## src/rtl/aes_pkg.sv

```systemverilog
// Shared constants, FSM state encoding and the reference xtime function
// for the AES round datapath.
package aes_pkg;

  localparam logic [7:0] XTIME_POLY = 8'h1B;

  localparam logic MODE_ENC = 1'b0;
  localparam logic MODE_DEC = 1'b1;

  typedef enum logic [2:0] {
    ST_IDLE = 3'd0,
    ST_X2   = 3'd1,
    ST_X4   = 3'd2,
    ST_X8   = 3'd3,
    ST_MIX  = 3'd4,
    ST_OUT  = 3'd5
  } state_t;

  function automatic logic [7:0] mul2(input logic [7:0] a);
    return {a[6:0], 1'b0} ^ (a[7] ? XTIME_POLY : 8'h00);
  endfunction

endpackage

```

## src/rtl/gf_xtime.sv

```systemverilog
// Combinational GF(2^8) multiply-by-2 over the AES polynomial.
module gf_xtime
  import aes_pkg::*;
(
  input  logic [7:0] a,
  output logic [7:0] y
);

  assign y = {a[6:0], 1'b0} ^ ({8{a[7]}} & XTIME_POLY);

endmodule

```

## src/rtl/mixcol_seq.sv

```systemverilog
// Iterative MixColumns / InvMixColumns engine: one column at a time through
// four shared xtime units, valid/ready on both sides.
module mixcol_seq
  import aes_pkg::*;
#(
  parameter int NB = 4
) (
  input  logic         clk,
  input  logic         rst,
  input  logic         in_valid,
  output logic         in_ready,
  input  logic         in_mode,
  input  logic [127:0] in_state,
  output logic         out_valid,
  input  logic         out_ready,
  output logic [127:0] out_state,
  output logic         busy
);

  localparam logic [1:0] COL_LAST = 2'(NB - 1);

  state_t       state;
  state_t       state_nx;
  logic [1:0]   col;
  logic         mode;
  logic [127:0] work;
  logic [127:0] work_mixed;
  logic [31:0]  cur_col;
  logic [7:0]   a    [4];
  logic [7:0]   x2   [4];
  logic [7:0]   x4   [4];
  logic [7:0]   x8   [4];
  logic [7:0]   xin  [4];
  logic [7:0]   xout [4];
  logic [7:0]   b    [4];

  assign in_ready = (state == ST_IDLE);
  assign busy     = (state != ST_IDLE);

  // Select the active column out of the working register.
  always_comb begin
    case (col)
      2'd0:    cur_col = work[127:96];
      2'd1:    cur_col = work[95:64];
      2'd2:    cur_col = work[63:32];
      2'd3:    cur_col = work[31:0];
      default: cur_col = work[127:96];
    endcase
  end

  for (genvar i = 0; i < 4; i++) begin : g_lane
    assign a[i] = cur_col[31-8*i -: 8];
    gf_xtime u_xtime (.a(xin[i]), .y(xout[i]));
  end

  // The xtime units are chained through registers: a -> x2 -> x4 -> x8.
  always_comb begin
    for (int i = 0; i < 4; i++) begin
      case (state)
        ST_X4:   xin[i] = x2[i];
        ST_X8:   xin[i] = x4[i];
        default: xin[i] = a[i];
      endcase
    end
  end

  // Column mix: 2,3,1,1 circulant for encrypt, 14,11,13,9 for decrypt.
  always_comb begin
    for (int i = 0; i < 4; i++) begin
      if (mode == MODE_DEC) begin
        b[i] = (x8[i] ^ x4[i] ^ x2[i])
             ^ (x8[(i+1)%4] ^ x2[(i+1)%4] ^ a[(i+1)%4])
             ^ (x8[(i+2)%4] ^ x4[(i+2)%4] ^ a[(i+2)%4])
             ^ (x8[(i+3)%4] ^ a[(i+3)%4]);
      end else begin
        b[i] = x2[i] ^ x2[(i+1)%4] ^ a[(i+1)%4] ^ a[(i+2)%4] ^ a[(i+3)%4];
      end
    end
  end

  // Working state with the mixed column written back in place.
  always_comb begin
    work_mixed = work;
    case (col)
      2'd0:    work_mixed[127:96] = {b[0], b[1], b[2], b[3]};
      2'd1:    work_mixed[95:64]  = {b[0], b[1], b[2], b[3]};
      2'd2:    work_mixed[63:32]  = {b[0], b[1], b[2], b[3]};
      2'd3:    work_mixed[31:0]   = {b[0], b[1], b[2], b[3]};
      default: work_mixed = work;
    endcase
  end

  // Next-state logic.
  always_comb begin
    state_nx = state;
    case (state)
      ST_IDLE: if (in_valid) state_nx = ST_X2; else state_nx = ST_IDLE;
      ST_X2:   if (mode == MODE_DEC) state_nx = ST_X4; else state_nx = ST_MIX;
      ST_X4:   state_nx = ST_X8;
      ST_X8:   state_nx = ST_MIX;
      ST_MIX:  if (col == COL_LAST) state_nx = ST_OUT; else state_nx = ST_X2;
      ST_OUT:  if (out_ready) state_nx = ST_IDLE; else state_nx = ST_OUT;
      default: state_nx = ST_IDLE;
    endcase
  end

  // State register and datapath registers.
  always_ff @(posedge clk) begin
    if (rst) begin
      state     <= ST_IDLE;
      col       <= 2'd0;
      mode      <= MODE_ENC;
      work      <= 128'd0;
      out_state <= 128'd0;
      out_valid <= 1'b0;
      for (int i = 0; i < 4; i++) begin
        x2[i] <= 8'h00;
        x4[i] <= 8'h00;
        x8[i] <= 8'h00;
      end
    end else begin
      state <= state_nx;
      case (state)
        ST_IDLE: begin
          if (in_valid) begin
            work <= in_state;
            mode <= in_mode;
            col  <= 2'd0;
          end
        end
        ST_X2: for (int i = 0; i < 4; i++) x2[i] <= xout[i];
        ST_X4: for (int i = 0; i < 4; i++) x4[i] <= xout[i];
        ST_X8: for (int i = 0; i < 4; i++) x8[i] <= xout[i];
        ST_MIX: begin
          work <= work_mixed;
          if (col == COL_LAST) begin
            out_state <= work_mixed;
            out_valid <= 1'b1;
          end else begin
            col <= col + 2'd1;
          end
        end
        ST_OUT: begin
          if (out_ready) begin
            out_valid <= 1'b0;
            col       <= 2'd0;
          end
        end
        default: ;
      endcase
    end
  end

endmodule

```

## config.mk

```make
export PLATFORM = sky130hd
export DESIGN_NAME = mixcol_seq
export DESIGN_NICKNAME = d
export VERILOG_FILES = /design/src/rtl/aes_pkg.sv /design/src/rtl/gf_xtime.sv /design/src/rtl/mixcol_seq.sv
export SDC_FILE = /design/constraint.sdc
export NUM_CORES = 1
export LEC_CHECK = 0
export CAP_MARGIN = 10
export CORE_MARGIN = 2
export CORE_UTILIZATION = 30
export CTS_CLUSTER_SIZE = 14
export DETAILED_ROUTE_END_ITERATION = 10
export DONT_BUFFER_PORTS = 1
export GPL_TIMING_DRIVEN = 0
export SETUP_SLACK_MARGIN = 0.02
export SYNTH_ARGS = -nofsm -noshare
export SYNTH_HDL_FRONTEND = slang
export SYNTH_SLANG_ARGS = --single-unit
```

## constraint.sdc

```tcl
create_clock -name clk -period 4.3 [get_ports clk]
set_clock_uncertainty 0.2 [all_clocks]
set_input_delay 0.86 -clock clk [delete_from_list [all_inputs] [get_ports clk]]
set_output_delay 0.86 -clock clk [all_outputs]
set_load 0.01 [all_outputs]
```

======== Word level (Yosys, flattened, before mapping) ========
Memory sizes are Yosys's and may differ from the RTL's.
Cells that the tools add are included.
cells by class
  add/subtract/negate cells ............... 1
  equality and inequality tests ........... 12
  muxes and demuxes ....................... 50
  bitwise operators ....................... 68
  reduce and logical (&&, ||, !) cells .... 11
operators with widths
  cell                                                 count
  bitwise XOR 8 bit                                    52
  case mux 128 bit (2 select lines)                    1
  two-way mux 128 bit                                  1
  two-way mux 32 bit                                   4
  two-way mux 8 bit                                    16
  case mux 32 bit (4 select lines)                     1
  case mux 8 bit (2 select lines)                      4
  bitwise XOR 8 x 5 -> 8 bit                           4
  case mux 3 bit (6 select lines)                      1
  two-way mux 1 bit                                    14
  OR 1 bit                                             12
  two-way mux 3 bit                                    3
  inequality test 2 bit, second input constant         4
  equality test 3 x 2 -> 1 bit, second input constant  2
  equality test 3 bit, second input constant           2
  two-way mux 2 bit                                    3
  case mux 2 bit (3 select lines)                      1
  AND reduction 2 bit                                  3
  nonzero test 3 bit                                   2
  equality test 2 bit, second input constant           2
  AND reduction 4 bit                                  1
  nonzero test 2 bit                                   2
  equality test 3 x 1 -> 1 bit, second input constant  1
  logical NOT 3 bit                                    1
  other kinds (5)                                      5
storage, ports and cells
  flip-flop bits (word level) ............. 263
  bits in writable memories ............... 96
  bits of input ports ..................... 133
  logic and storage cells ................. 151
  memories kept ........................... 3
memory list
  name  words  width  rd ports  clocked after memory_dff  wr ports  RTL line          text
  x2    4      8      4         0                         4         mixcol_seq.sv:30  logic [7:0] x2 [4];
  x4    4      8      4         0                         4         mixcol_seq.sv:31  logic [7:0] x4 [4];
  x8    4      8      4         0                         4         mixcol_seq.sv:32  logic [7:0] x8 [4];

======== Longest topological paths before layout ========
  word-level depth ........................ 9
  depth in mapped cells ................... 12
  mapped depth without buffers ............ 9

======== By module ========
A second synthesis with hierarchy kept.
second synthesis, totals
  cells, all modules ...................... 1903
  area, all modules ....................... 18138.6 um^2
modules (own cells, without submodules)
  module      times used  cells each  area an instance (um^2)  seq. area each (um^2)
  mixcol_seq  1           1871        17883.4                  8147.8
  gf_xtime    4           8           63.8                     0.0

======== Worst setup path before layout ========
No wires, ideal clock.
  path kind ............................... register to register
  start ................................... register state[0]
  end ..................................... memory x2[0][0], enable pin
  data arrival time ....................... 3.586 ns
  data required time ...................... 3.634 ns
  slack ................................... 0.048 ns
  stages on the path, launching flop included .. 6
  clock period less this slack ............ 4.252 ns
  cell sequence ........................... dfxtp_1 clkbuf_1 clkbuf_1 clkbuf_1 nand2_1 o21ai_0
RTL lines
  element                   RTL line           text
  start: declaration        mixcol_seq.sv:22   state_t state;
  start signal: assignment  mixcol_seq.sv:122  state <= state_nx;
  end: declaration          mixcol_seq.sv:30

======== Final worst setup path ========
  start ................................... register col[1]
  end ..................................... register out_state[125]
between the ends
  longest elaborated chain between the ends .. 8
RTL lines
  element                                      RTL line                             text
  start: declaration                           mixcol_seq.sv:24                     logic [1:0] col;
  start signal: assignment                     mixcol_seq.sv:140                    col <= col + 2'd1;
  equality test 2 bit (tied with other cells)  mixcol_seq.sv:42, mixcol_seq.sv:136
  case mux 32 bit (4 select lines)             mixcol_seq.sv:42                     case (col)
  bitwise XOR 8 bit (2 in a row)               mixcol_seq.sv:72                     ^ (x8[(i+1)%4] ^ x2[(i+1)%4] ^ a[(i+1)%4])
  bitwise XOR 8 bit                            mixcol_seq.sv:73                     ^ (x8[(i+2)%4] ^ x4[(i+2)%4] ^ a[(i+2)%4])
  bitwise XOR 8 bit                            mixcol_seq.sv:74                     ^ (x8[(i+3)%4] ^ a[(i+3)%4]);
  two-way mux 8 bit                            mixcol_seq.sv:70                     if (mode == MODE_DEC) begin
  two-way mux 32 bit                           mixcol_seq.sv:84                     case (col)
  end signal: assignment                       mixcol_seq.sv:137                    out_state <= work_mixed;
  end: declaration                             mixcol_seq.sv:16                     output logic [127:0] out_state,
Parallel ways exist; a longest one is shown, timed or not.
A chain may end at the register's enable or synchronous reset.

==> results by group <==
Outcome
  • Failing checks: setup timing
  • Outcome: finished with violations

Setup path
  • Max incr delay on CP: around 0.94 ns
  • Arr. time, crit path: 4.61 ns
  • Critical Path RT: 4.56 ns
  • Reg2reg start: col[1]
  • Slowest cell on crit path: a222oi_1
  • R2R Setup Slk: -0.05 ns
  • Startpoint types: flop
  • CP endpoint kind: flop
  • Crit Path Max Fanout: 10
  • Setup CP Type: flop to flop
  • Cell Chain, Critical Path: inv_1, ha_1, buf_2, buf_2, a222oi_1, xor2_1, a21oi_1, xnor2_2, xnor2_1, mux2i_1, a21oi_1
  • Critical Path Source: col[1]

Power
  • VDD IR max: 0.288 mV
  • Pwr/cell area: about 490 nW/µm²
  • Leak: about 6.7 nW

Timing
  • Fin crit period: 4.35 ns
  • Post-route worst setup slack: -0.0465 ns
  • Fmax: 230 MHz
  • Slew @ Worst Pin: approximately 1.4 ns
  • Slew HR: 8.90%
  • Final cycle utilization of the critical path: 101%
  • RSZ-0062 raised after global routing: false
  • # setup viols final: 5
  • TNS Setup: -0.148 ns
  • Fin. Hold Viols: 0
  • Slew Viols, Final: 0

Global routing
  • Global-route wire length before repair: 112 mm
  • Gr ovfl total: 0
  • Antenna violations before repair: 8
  • Largest net degree at the start of global routing: 25
  • Number of global-route vias before repair: 15200
  • Gr usage total: between 20% and 30%

Yosys
  • FF+latch count, synth: 359
  • Post-synth top area share: around 30%
  • Synth area leader: dfxtp_1
  • Seq/Total Area, Yosys: 47.3%
  • Synth Area per Inst: 9.63 µm²
  • Post-Syn Nets: 1929
  • Number of synthesized flops with an enable pin: 96
  • Synth area leaders: dfxtp_1, edfxtp_1, xnor2_1
  • Most frequent cell after synthesis: dfxtp_1
  • Ys async rst share: 0%
  • Most used DFF post-synth: dfxtp_1
  • Syn Inst Count: 1791
  • Synth cell count leaders: dfxtp_1, a21oi_1, nor2_1
  • Mapped Area: 17200 µm²
  • Yosys warnings: 0
  • Cell variety after synth: 49

Finish
  • Area Growth Syn to Fin: 13.8%
  • Final instance area: between 15000 and 20000 µm²
  • Ratio of cells with drive above 1 in the final layout: 6.10%
  • Net count reported at finish: 1978

Min path
  • Worst hold path type: input port to flop
  • Worst Hold Launch: in_mode

Floorplanning
  • Ports: 264
  • Die area: 59400 µm²
  • Placeable Area: 56600 µm²
  • Die Height: about 240 µm
  • Die X: 244 µm
  • Initial Util: 30.5%
  • # rows: 87

Routing
  • Wire per inst: a little over 30 µm
  • DRT Pass-1 Iters: 9
  • Vias post-DR: roughly 16000
  • Vias per cell: 5.99
  • Final wirelength: 79.7 mm
  • Initial DRC Count: 2370
  • Post-route ant nets: 0
  • DR DRC count: 0

Clock tree
  • Num CTS Buffers: 39
  • Clock Sinks: around 360
  • CTS H-Tree Depth: 2
  • CTS max path bufs: 3
  • Root Driver: clkbuf_16
  • CTS clk-pin slew, worst paths: 0.07 ns
  • Worst-Skew Late Latency: 0.56 ns
  • TritonCTS clock tree: yes

Placed design
  • Dpl cell area: 18300 µm²
  • Pre-CTS WS: -0.639 ns
  • IO buf count: 0
  • GPL Wtd Cong: 0.965
  • Post-DP HPWL: 61.5 mm

Flow run
  • Total of max-cap violations: 0
## cell usage in the layout, fill, tap and decap left out, drive strengths merged, types with 17 or more instances in the layout
master	count
dfxtp	263
clkbuf	176
a21oi	172
nor2	160
xnor2	149
o21ai	119
nand2	108
edfxtp	96
a22oi	85
mux2i	67
and2	57
o22ai	55
a222oi	39
nand3	34
buf	33
inv	31
xor2	21
xnor3	21
o221ai	21
nor2b	20
a21o	19
nor3	18
o31ai	17
## report_power, final
group          internal [W]  switching (W)
Sequential          0.00363       0.000162
Combinational      0.000746        0.00166
Clock               0.00194        0.00148
## logic make-up after synthesis
group	after synthesis	share of synthesized area, %
compound gates	581	21.6
xor+xnor	192	12.1
fa+ha+maj	5	0.363
buf+inv	178	4.09
flops	359	47.3
mux	69	4.02
simple gates	407	10.5
## metal layers
metal  routed length, µm  up-vias  GRT usage, %  part of all wire, %
met2               35900     1083          41.1                   45
met3                8250      235          6.79                   10
li1                    -     6623             -                    -
met1               30500     7797          32.0                   38
met4                5030        8          14.6                  6.3
met5                  55        -             0                0.069
## state kept, by name, summed over array words and instances (netlist names)
name       count
state          3
x2            32
out_state    128
col            2
mode           1
work         128
x8            32
x4            32
out_valid      1
## worst max-delay path, delay by kind of cell, from the launching register on
kind                       cells  cell delay (ns)
AOI/OAI and AO/OA              3             1.47
xor gates and xnor gates       3             1.06
buffers and inverters          3             0.65
DFF                            1             0.39
muxes                          1             0.27
adders and majority gates      1             0.20
## stage by stage
stage | hold WS (ns) | total power, W | std cells | util (%)
3_5_place_dp | 0.297 | 0.00614 | 2551 | 32.3
6_report | 0.248 | 0.00962 | 2628 | 34.7
4_1_cts | 0.245 | 0.00951 | 2620 | 34.6
5_1_grt | 0.245 | 0.00983 | 2627 | 34.7
3_3_place_gp | 0.297 | 0.00611 | 2547 | 32.1
2_1_floorplan | 0.263 | 0.00522 | 1791 | -
## worst paths after layout
kind                          to  cells after the start
hold / removal              mode                      2
hold reg to reg   out_state[120]                      2
setup reg to reg  out_state[125]                     11
setup / recovery  out_state[125]                     11
## cell type report
| cell class | instances | area, µm² |
|---|---|---|
| fill | 5864 | 37000 |
| multi-input combinational | 1254 | 8440 |
| sequential | 359 | 8150 |
| clock buffer | 53 | 1110 |
| tap | 756 | 946 |
| buffer | 148 | 596 |
| clock inverter | 16 | 150 |
| timing repair buffer | 8 | 113 |
| inverter | 30 | 113 |
| antenna | 4 | 10.0 |
## repair_timing
| item | 4_1_cts | 5_1_grt |
|---|---|---|
| hold buffers | 0 | 0 |
| gates cloned | 0 | 0 |
| pin swaps | 0 | 1 |
| endpoints found under the hold margin | 0 | 0 |
| setup endpoints to repair | 44 | 37 |
| buffers inserted | 0 | 2 |
| resized for setup | 3 | 3 |
Note: power is estimated with default switching activity, not from simulation.
